<file path="config.mk">
export PLATFORM = sky130hd
export DESIGN_NAME = bcd_conv_arb
export DESIGN_NICKNAME = d
export VERILOG_FILES = /design/src/rtl/bcd_conv_arb_pkg.sv /design/src/rtl/bcd_conv_arb_digit_adj.sv /design/src/rtl/bcd_conv_arb.sv
export SDC_FILE = /design/constraint.sdc
export NUM_CORES = 1
export LEC_CHECK = 0
export ABC_CLOCK_PERIOD_IN_PS = 1750
export CORE_MARGIN = 2
export CORE_UTILIZATION = 50
export DETAILED_ROUTE_END_ITERATION = 12
export GPL_TIMING_DRIVEN = 0
export PLACE_DENSITY = 0.77
export SLEW_MARGIN = 20
export SYNTH_ARGS = -nofsm -noshare
export SYNTH_HDL_FRONTEND = slang
export SYNTH_HIERARCHICAL = 1
export SYNTH_SLANG_ARGS = --single-unit
</file>
<file path="constraint.sdc">
create_clock -name clk -period 1.75 [get_ports clk]
set_clock_uncertainty 0.1 [all_clocks]
set_input_delay 0.2625 -clock clk [delete_from_list [all_inputs] [get_ports clk]]
set_output_delay 0.2625 -clock clk [all_outputs]
set_load 0.1 [all_outputs]
</file>
<file path="src/rtl/bcd_conv_arb_pkg.sv">
// Shared encodings and constants for the two-requester binary-to-BCD converter.
package bcd_conv_arb_pkg;

  typedef enum logic [1:0] {
    ST_IDLE  = 2'd0,
    ST_SHIFT = 2'd1,
    ST_HOLD  = 2'd2
  } state_e;

  localparam int BCD_DIGITS = 3;
  localparam int BCD_W      = 12;
  localparam int ADJ_THRESH = 5;
  localparam int ADJ_ADD    = 3;

  // Round-robin pick: on a tie the requester not granted last wins,
  // otherwise whichever one is asking.
  function automatic logic rr_pick(input logic v0, input logic v1, input logic last);
    if (v0 && v1) return ~last;
    return v1;
  endfunction

endpackage

</file>
<file path="src/rtl/bcd_conv_arb_digit_adj.sv">
// Double-dabble digit correction: a digit of 5 or more gets +3 before the shift
// so that it carries correctly into the next decimal place.
module bcd_digit_adj
  import bcd_conv_arb_pkg::*;
(
  input  logic [3:0] d_i,
  output logic [3:0] d_o
);

  assign d_o = (d_i >= 4'(ADJ_THRESH)) ? d_i + 4'(ADJ_ADD) : d_i;

endmodule

</file>
<file path="src/rtl/bcd_conv_arb.sv">
// Two requesters share one shift-and-add-3 binary-to-BCD converter.
// IDLE grants round-robin, SHIFT runs WIDTH+1 steps, HOLD presents the result
// until the consumer takes it.
module bcd_conv_arb
  import bcd_conv_arb_pkg::*;
#(
  parameter int WIDTH = 8
) (
  input  logic             clk,
  input  logic             rst_n,
  input  logic             req0_valid,
  input  logic [WIDTH:0]   req0_bin,
  output logic             req0_ready,
  input  logic             req1_valid,
  input  logic [WIDTH:0]   req1_bin,
  output logic             req1_ready,
  output logic             out_valid,
  input  logic             out_ready,
  output logic [BCD_W-1:0] out_bcd,
  output logic             out_id,
  output logic             busy
);

  localparam int OPW  = WIDTH + 1;
  localparam int CNTW = $clog2(OPW + 1);

  state_e state_q, state_d;

  logic [OPW-1:0]   op_q, op_d;
  logic [BCD_W-1:0] bcd_q, bcd_d;
  logic [CNTW-1:0]  cnt_q, cnt_d;
  logic             id_q, id_d;
  logic             last_q, last_d;
  logic             out_valid_q, out_valid_d;
  logic [BCD_W-1:0] out_bcd_q, out_bcd_d;
  logic             out_id_q, out_id_d;
  logic             busy_q, busy_d;

  logic grant;
  logic idle_vld;

  // Per-digit correction of the accumulator, one adjuster per BCD digit.
  logic [BCD_DIGITS-1:0][3:0] dig_in, dig_adj;
  logic [BCD_W-1:0]           adj_flat;
  logic [BCD_W+OPW-1:0]       sh;

  assign dig_in = bcd_q;

  for (genvar g = 0; g < BCD_DIGITS; g++) begin : g_dig
    bcd_digit_adj u_adj (
      .d_i(dig_in[g]),
      .d_o(dig_adj[g])
    );
  end

  assign adj_flat = dig_adj;
  // Adjusted digits and operand shift as one register pair; operand MSB
  // falls into bcd[0].
  assign sh = {adj_flat, op_q} << 1;

  assign grant    = rr_pick(req0_valid, req1_valid, last_q);
  assign idle_vld = (state_q == ST_IDLE) && (req0_valid || req1_valid);

  // Ready is the only combinational output; held low while reset is asserted.
  assign req0_ready = rst_n & idle_vld & ~grant;
  assign req1_ready = rst_n & idle_vld &  grant;

  assign out_valid = out_valid_q;
  assign out_bcd   = out_bcd_q;
  assign out_id    = out_id_q;
  assign busy      = busy_q;

  // Next-state and datapath updates for the IDLE/SHIFT/HOLD sequence.
  always_comb begin
    state_d     = state_q;
    op_d        = op_q;
    bcd_d       = bcd_q;
    cnt_d       = cnt_q;
    id_d        = id_q;
    last_d      = last_q;
    out_valid_d = out_valid_q;
    out_bcd_d   = out_bcd_q;
    out_id_d    = out_id_q;
    busy_d      = busy_q;
    case (state_q)
      ST_IDLE: begin
        if (idle_vld) begin
          state_d = ST_SHIFT;
          op_d    = grant ? req1_bin : req0_bin;
          id_d    = grant;
          last_d  = grant;
          bcd_d   = '0;
          cnt_d   = CNTW'(OPW);
          busy_d  = 1'b1;
        end
      end
      ST_SHIFT: begin
        bcd_d = sh[BCD_W+OPW-1:OPW];
        op_d  = sh[OPW-1:0];
        cnt_d = cnt_q - CNTW'(1);
        if (cnt_q == CNTW'(1)) begin
          state_d     = ST_HOLD;
          out_valid_d = 1'b1;
          out_bcd_d   = sh[BCD_W+OPW-1:OPW];
          out_id_d    = id_q;
        end
      end
      ST_HOLD: begin
        if (out_ready) begin
          state_d     = ST_IDLE;
          out_valid_d = 1'b0;
          busy_d      = 1'b0;
        end
      end
      default: begin
        state_d     = ST_IDLE;
        out_valid_d = 1'b0;
        busy_d      = 1'b0;
      end
    endcase
  end

  // State register.
  always_ff @(posedge clk or negedge rst_n) begin
    if (!rst_n) state_q <= ST_IDLE;
    else        state_q <= state_d;
  end

  // Datapath and registered outputs; reset discards any conversion in flight.
  always_ff @(posedge clk or negedge rst_n) begin
    if (!rst_n) begin
      op_q        <= '0;
      bcd_q       <= '0;
      cnt_q       <= '0;
      id_q        <= 1'b0;
      last_q      <= 1'b1;
      out_valid_q <= 1'b0;
      out_bcd_q   <= '0;
      out_id_q    <= 1'b0;
      busy_q      <= 1'b0;
    end else begin
      op_q        <= op_d;
      bcd_q       <= bcd_d;
      cnt_q       <= cnt_d;
      id_q        <= id_d;
      last_q      <= last_d;
      out_valid_q <= out_valid_d;
      out_bcd_q   <= out_bcd_d;
      out_id_q    <= out_id_d;
      busy_q      <= busy_d;
    end
  end

endmodule

</file>
==> flow_metrics.tcl, run 1 <==
set metrics [dict create \
    outcome "finished with violations" \
    violations "setup timing" \
    wl_per_cell_um 13.55 \
    grt_pass1_vias 1753 \
    dp_hpwl_mm 3.113 \
    drv_slew 0 \
    fmax_mhz 553.8 \
    maxCapViolations 0 \
    drive_above_1_share_pct 31.00 \
    worst_slew_pin_slew_ns 0.5913 \
    final_core_util_pct 70.11 \
    final_common_cell "dfrtp_1" \
    pin_count 40 \
    synth_nets 241 \
    setup_ws_ns -0.05560 \
    slew-limit-headroom_pct 60.45 \
    finalSetupTns_ns -0.08474 \
    drt_iter0_markers 95 \
    first_pass_iters 4 \
    nets 301 \
    cts_tree "yes" \
    path_class "reg2out" \
    clk_latency_ns 0.31 \
    grt_usage_pct 19.86 \
    finalSetupViolations 2 \
    final_cell_mix "42 x dfrtp_1, 37 x nand2_1, 19 x clkdlybuf4s50_1" \
    ys_warn_count 6 \
    drt-total-wl_mm 4.376 \
    synth_cells 210 \
    cp-start-kind "flip-flop" \
    areaGrowthSynthToFinish_pct 34.21 \
    clock_sinks 44 \
    antenna_left 0 \
    clockPowerShare_pct 14.7 \
    route.detailed.drc 0 \
    die_x_um 71.45 \
    num_vias 1704 \
    powerDensity_mw_per_mm2 2060 \
    grt_max_degree 31 \
    switching_share_pct 47.04 \
    multi_input_area_mm2 0.001095 \
    instances_no_fill 323 \
    path_max_fanout 7 \
    cts_buffer_depth 2 \
    dpl.cell_count 302 \
    core_mm2 0.004354 \
    power.share.sequential_pct 28.6 \
    cp.arrival_ns 1.44 \
    vdd_ir_drop_max_v 0.0009546 \
    cts_root_buffer "clkbuf_8" \
    portBuffers 39 \
    grt_overflow 0 \
    die_area_mm2 0.005105 \
    htreeDepth 2 \
    num_rows 24 \
    intPower_w 0.003330 \
    syn_area_per_cell_um2 10.83 \
    start_util_pct 52.24 \
    synth_area_mm2 0.002275 \
    dieHeight_um 71.45 \
    finalHoldViolations 0 \
    cts.clk_slew.worst_paths_ns 0.08 \
    holdCritPathClass "in2reg" \
    diodes 0 \
    gp_congestion 0.7631 \
    period_minus_slack_ns 1.806 \
    num-fill-cells 319 \
    routed_via_density 5.276 \
    fin_crit_sh_pct 103.2 \
    cts_buffers 5 \
    antenna_found_initial 0 \
    p_sw_w 0.002958 \
    leakage_nw 1.402 \
    cp.required_ns 1.39 \
    grt_pass1_wl_mm 7.783 \
    end_kind "output pin" \
    grt_setup_unrepaired "true" \
    regArea_mm2 0.001104 \
    pwr-share-comb_pct 56.8 \
]
[state kept, by name, indices dropped and copies added (netlist names), 2 cells and up]
signal   count
bcd_q       12
out_bcd     12
op_q         9
cnt_q        4
state_q      2
[path summary, 6_finish.rpt]
path                             from          end  slack (ns)  cells after the start
max                        state_q[0]   req0_ready       -0.06                      5
min                        req0_valid       last_q        0.27                      2
max reg2reg                state_q[0]      op_q[0]        0.09                      5
min reg2reg                out_bcd[5]   out_bcd[5]        0.40                      1
max in group asynchronous       rst_n   out_bcd[3]        0.73                      2
min in group asynchronous       rst_n  out_bcd[11]        0.42                      2
[critical path, stage by stage, from the launching register on]
cell	delay [ns]
dfrtp_1	0.38
buf_6	0.13
nor2_4	0.10
nand2_2	0.09
nor3b_4	0.23
buf_12	0.20
[what timing repair did]
| action | CTS | global route |
|---|---|---|
| endpoints found under the setup margin | 18 | 16 |
| gates resized for setup | 67 | 1 |
| endpoints found under the hold margin | 13 | 0 |
| hold buffers | 3 | 0 |
| buffers inserted | 7 | 4 |
| pin swaps | 2 | 3 |
[metal layers]
layer / GRT usage [%] / vias up / part of all wire, %
li1: - / 841 / -
met4: 7.128 / 0 / 1.5
met5: 0 / - / 0
met3: 4.219 / 7 / 3.7
met2: 33.23 / 34 / 49
met1: 25.55 / 822 / 45
[cell type report]
cell class | instances | area share [%]
plain buffers | 8 | 1.803
clock buffers | 6 | 2.377
clock inverters | 2 | 1.967
inverters | 10 | 1.230
multi-input cells | 147 | 35.86
flip-flops and latches | 44 | 36.15
well taps | 52 | 2.131
repair buffers | 54 | 18.48
[power by group through the flow]
stage                     logic (W)  registers, W  clock network (W)
after floorplan             0.00162       0.00286                  0
after global placement      0.00338       0.00181                  0
after detailed placement    0.00346       0.00183                  0
after CTS                   0.00356       0.00180           0.000938
after global routing        0.00387       0.00187           0.000984
final                       0.00357       0.00180           0.000922
[stage by stage]
step                hold slack [ns]  area (um^2)  setup WS [ns]  total power (W)
finish                       0.2704         3053       -0.05560         0.006288
detailed placement          0.08788         2768         -1.125         0.005288
global placement             0.3834         2753         -2.388         0.005187
floorplan                   -0.1331         2297        -0.1953         0.004479
global route                 0.3168         3053        -0.1037         0.006716
CTS                          0.2657         3034       -0.08249         0.006292
No activity file was read; power rests on OpenSTA's default activity.
==> run 2: changes to the inputs <==
--- a/config.mk
+++ b/config.mk
@@ -5,12 +5,13 @@
 export SDC_FILE = /design/constraint.sdc
 export NUM_CORES = 1
 export LEC_CHECK = 0
+export ABC_AREA = 1
 export ABC_CLOCK_PERIOD_IN_PS = 1750
 export CORE_MARGIN = 2
 export CORE_UTILIZATION = 50
 export DETAILED_ROUTE_END_ITERATION = 12
 export GPL_TIMING_DRIVEN = 0
-export PLACE_DENSITY = 0.77
+export PLACE_DENSITY = 0.76
 export SLEW_MARGIN = 20
 export SYNTH_ARGS = -nofsm -noshare
 export SYNTH_HDL_FRONTEND = slang
==> run 2 against run 1 <==
The flow finishes with violations (hold timing, setup timing). Sequential power up 3%. Highest routed layer unchanged. Worst hold slack worse by 0.52 ns. Maximum frequency down 3.6%. Core utilization down 1.9 points. Design area up 5.6%.
==> flow_metrics.tcl, run 2 <==
set metrics [dict create \
    num_rows 25 \
    timing.hold.ws_ns -0.2479 \
    pre_cts_ws_ns -1.212 \
    routed_via_density 5.025 \
    end_kind "output pin" \
    antenna_found_initial 0 \
    dp_hpwl_mm 3.772 \
    route.detailed.drc 0 \
    core_mm2 0.004723 \
    multi_input_area_mm2 0.001162 \
    grt_pass1_vias 2039 \
    num_vias 2181 \
    nets 397 \
    synth_cells 307 \
    fmax_mhz 534.0 \
    slew-limit-headroom_pct 63.56 \
    period_minus_slack_ns 1.873 \
    synth_nets 338 \
    cts_tree "yes" \
    outcome "finished with violations" \
    dieHeight_um 74.12 \
    path_max_fanout 2 \
    drt_iter0_markers 99 \
    final_cell_mix "86 x nand2_1, 46 x nand3_1, 42 x dfrtp_1" \
    start_util_pct 52.05 \
    die_x_um 74.12 \
    worst-r2r-cell-count 12 \
    cp-start-kind "flip-flop" \
    portBuffers 39 \
    antenna_left 0 \
    cp.required_ns 1.39 \
    cp.arrival_ns 1.51 \
    syn_area_per_cell_um2 8.008 \
    grt_usage_pct 21.85 \
    grt_setup_unrepaired "true" \
    p_total_w 0.006471 \
    clk_latency_ns 0.31 \
    first_pass_iters 4 \
    final_common_cell "nand2_1" \
    drv_slew 0 \
    areaGrowthSynthToFinish_pct 31.14 \
    regArea_mm2 0.001104 \
    diodes 0 \
    violations "hold timing, setup timing" \
    finalSetupTns_ns -0.1995 \
    powerDensity_mw_per_mm2 2007 \
    gp_congestion 0.8371 \
    drive_above_1_share_pct 24.25 \
    finalHoldViolations 16 \
    worst_slew_pin_slew_ns 0.5492 \
    clock_sinks 44 \
    cts.clk_slew.worst_paths_ns 0.08 \
    path_class "reg2out" \
    holdCritPathClass "in2async" \
    vdd_ir_drop_max_v 0.001068 \
    leakage_nw 1.609 \
    fin_crit_sh_pct 107.0 \
    cts_root_buffer "clkbuf_8" \
    synth_area_mm2 0.002459 \
    grt_overflow 0 \
    maxCapViolations 0 \
    pin_count 40 \
    wl_per_cell_um 12.40 \
    num-fill-cells 373 \
    grt_pass1_wl_mm 9.135 \
    cts_buffers 5 \
    grt_max_degree 30 \
    setup_ws_ns -0.1227 \
    ys_warn_count 6 \
    htreeDepth 2 \
    drt-total-wl_mm 5.383 \
    cts_buffer_depth 2 \
    finalSetupViolations 3 \
    die_area_mm2 0.005494 \
]
-- run 2: layout make-up --
cell class	instances	share of cell area, %
plain buffers	10	2.833
clock buffers	8	2.794
inverters	39	4.695
multi-input cells	213	36.05
flip-flops and latches	44	34.23
well taps	67	2.600
repair buffers	53	16.80
-- run 2: worst paths after layout --
kind,startpoint,slack [ns],to
max in group asynchronous,rst_n,1.28,last_q
min in group clk,id_q,0.38,id_q
max,last_q,-0.12,req0_ready
min reg2reg,id_q,0.38,id_q
max reg2reg,last_q,-0.02,op_q[0]
min,rst_n,-0.25,out_bcd[1]
-- run 2: power by group --
| group | internal (W) | switching (W) |
|---|---|---|
| combinational | 0.00124 | 0.00272 |
| clock | 0.000322 | 0.000335 |
| sequential | 0.00150 | 0.000349 |
-- run 2: timing repair --
item | in CTS | in global routing
pin swaps | 3 | 3
setup endpoints to repair | 17 | 3
resized for setup | 72 | 7
buffers inserted | 11 | 2
hold endpoints to repair | 16 | 16
-- run 2: per-layer routing --
| layer | vias to the layer above | track usage [%] | wire length [um] |
|---|---|---|---|
| met4 | 0 | 12.32 | 181 |
| met5 | - | 0 | 0 |
| met2 | 69 | 35.12 | 2611 |
| met3 | 16 | 3.388 | 222 |
| li1 | 1082 | - | - |
| met1 | 1014 | 28.25 | 2366 |
-- run 2: per-stage QoR --
step / cells / instance area (um^2) / utilization, %
2_1_floorplan: 307 / 2476 / -
3_3_place_gp: 413 / 2950 / 62.46
3_5_place_dp: 414 / 2965 / 62.78
4_1_cts: 432 / 3184 / 67.42
5_1_grt: 434 / 3224 / 68.26
6_report: 434 / 3224 / 68.26
-- run 2: worst max-delay path: stages, from the launching register on --
cell,delay [ns]
dfstp_2,0.57
nand2_4,0.07
nand2_4,0.07
buf_6,0.11
inv_4,0.04
nor3_4,0.16
buf_12,0.20
==> run 3: changes to the inputs <==
--- a/config.mk
+++ b/config.mk
@@ -7,9 +7,9 @@
 export LEC_CHECK = 0
 export ABC_AREA = 1
 export ABC_CLOCK_PERIOD_IN_PS = 1750
-export CORE_MARGIN = 2
 export CORE_UTILIZATION = 50
 export DETAILED_ROUTE_END_ITERATION = 12
+export GPL_ROUTABILITY_DRIVEN = 0
 export GPL_TIMING_DRIVEN = 0
 export PLACE_DENSITY = 0.76
 export SLEW_MARGIN = 20
==> run 3 against run 2 <==
The run still ends with hold timing, setup timing left. Register-to-register slack better by 0.02 ns. Global-route usage rose by 0.49 points. Non-clock buffer count rose by 2. Flip-flop and latch count stayed put. Combinational power barely moved. Largest cell class unchanged.
==> flow_metrics.tcl, run 3 (synthesis gave the netlist of run 2 again) <==
set metrics [dict create \
    holdCritPathClass "in2async" \
    final_cell_area_mm2 0.003257 \
    cp.required_ns 1.39 \
    num_rows 25 \
    vdd_ir_drop_max_v 0.0009263 \
    clockPowerShare_pct 11.7 \
    final_core_util_pct 68.95 \
    power.share.sequential_pct 28.0 \
    die_area_mm2 0.005201 \
    die_x_um 72.12 \
    grt_pass1_vias 2007 \
    routed_via_density 4.954 \
    path_class "reg2out" \
    grt_setup_unrepaired "true" \
    violations "hold timing, setup timing" \
    first_pass_iters 6 \
    fmax_mhz 535.2 \
    drv_slew 0 \
    cts_buffers 5 \
    pwr-share-comb_pct 60.2 \
    slew-limit-headroom_pct 50.53 \
    drt_iter0_markers 80 \
    wl_per_cell_um 12.27 \
    route.detailed.drc 0 \
    num_vias 2160 \
    cp-start-kind "flip-flop" \
    nets 399 \
    portBuffers 39 \
    period_minus_slack_ns 1.868 \
    drive_above_1_share_pct 24.39 \
    clk_latency_ns 0.30 \
    placed_area_mm2 0.002965 \
    leakage_nw 1.624 \
    pin_count 40 \
    num-fill-cells 399 \
    finalHoldViolations 27 \
    cts_tree "yes" \
    maxCapViolations 0 \
    worst_slew_pin_slew_ns 0.7396 \
    clock_sinks 44 \
    antenna_left 0 \
    setup_ws_ns -0.1184 \
    diodes 0 \
    p_total_w 0.006583 \
    pre_cts_ws_ns -1.194 \
    intPower_w 0.003174 \
    end_kind "output pin" \
    drt-total-wl_mm 5.350 \
    dieHeight_um 72.12 \
    grt_max_degree 30 \
    switching_share_pct 51.78 \
    grt_pass1_wl_mm 9.073 \
    cts_buffer_depth 2 \
    timing.hold.ws_ns -0.1808 \
    outcome "finished with violations" \
    cp.arrival_ns 1.51 \
    multi_input_area_mm2 0.001156 \
    final_cell_mix "87 x nand2_1, 46 x nand3_1, 42 x dfrtp_1" \
    dp_hpwl_mm 3.701 \
    antenna_found_initial 0 \
    core_mm2 0.004723 \
    fin_crit_sh_pct 106.8 \
    grt_usage_pct 22.34 \
    cts.clk_slew.worst_paths_ns 0.09 \
    start_util_pct 52.05 \
    cts_root_buffer "clkbuf_8" \
    final_common_cell "nand2_1" \
    path_max_fanout 2 \
    regArea_mm2 0.001104 \
    powerDensity_mw_per_mm2 2021 \
    grt_overflow 0 \
    finalSetupViolations 3 \
    areaGrowthSynthToFinish_pct 32.47 \
    p_sw_w 0.003409 \
    htreeDepth 2 \
]
-- run 3: metrics by stage --
stage	instances	hold WS [ns]	setup TNS, ns
6_report	436	-0.1808	-0.1863
3_5_place_dp	414	0.1195	-3.399
4_1_cts	432	-0.1975	-0.2054
5_1_grt	436	-0.1713	-0.3376
2_1_floorplan	307	-0.1331	-0.2782
3_3_place_gp	413	0.3644	-46.98
-- run 3: area by class of cell --
| class | count | share of cell area, % |
|---|---|---|
| multi-input combinational | 213 | 35.50 |
| sequential | 44 | 33.88 |
| buffer | 10 | 2.804 |
| clock inverter | 3 | 1.306 |
| inverter | 39 | 4.648 |
| clock buffer | 5 | 2.113 |
| timing repair buffer | 55 | 17.17 |
| tap | 67 | 2.574 |
-- run 3: path summary, 6_finish.rpt --
path | startpoint | to | cells after the start | slack, ns
worst max-delay path | last_q | req0_ready | 6 | -0.12
worst min-delay path | rst_n | op_q[7] | 2 | -0.18
worst max register to register | last_q | op_q[0] | 12 | 0
worst min register to register | op_q[6] | op_q[7] | 2 | 0.39
max in group asynchronous | rst_n | out_bcd[2] | 2 | 0.57
min in group clk | op_q[6] | op_q[7] | 2 | 0.39
-- run 3: metal layers --
metal / track usage (%) / vias to the layer above / wire length [um]
li1: - / 1085 / -
met1: 28.42 / 1008 / 2326
met2: 39.04 / 58 / 2771
met3: 3.889 / 9 / 159
met4: 6.536 / 0 / 92
met5: 0 / - / 0
-- run 3: worst max-delay path: stages (launching register included) --
cell and delay (ns):
dfstp_2 0.58, nand2_4 0.06, nand2_4 0.06, buf_6 0.11, inv_4 0.04, nor3_4 0.15
buf_12 0.20
-- run 3: timing repair --
item / in CTS / in global routing
setup endpoints to repair: 17 / 3
gates resized for setup: 72 / 5
pin swaps: 3 / 2
hold endpoints to repair: 16 / 16
setup buffers: 11 / 3
-- run 3: power groups by stage --
stage / Sequential [W] / Combinational [W] / Clock [W]
global route: 0.00191 / 0.00434 / 0.000812
detailed placement: 0.00186 / 0.00385 / 0
CTS: 0.00185 / 0.00391 / 0.000782
finish: 0.00184 / 0.00397 / 0.000773
floorplan: 0.00283 / 0.00202 / 0
global placement: 0.00184 / 0.00376 / 0
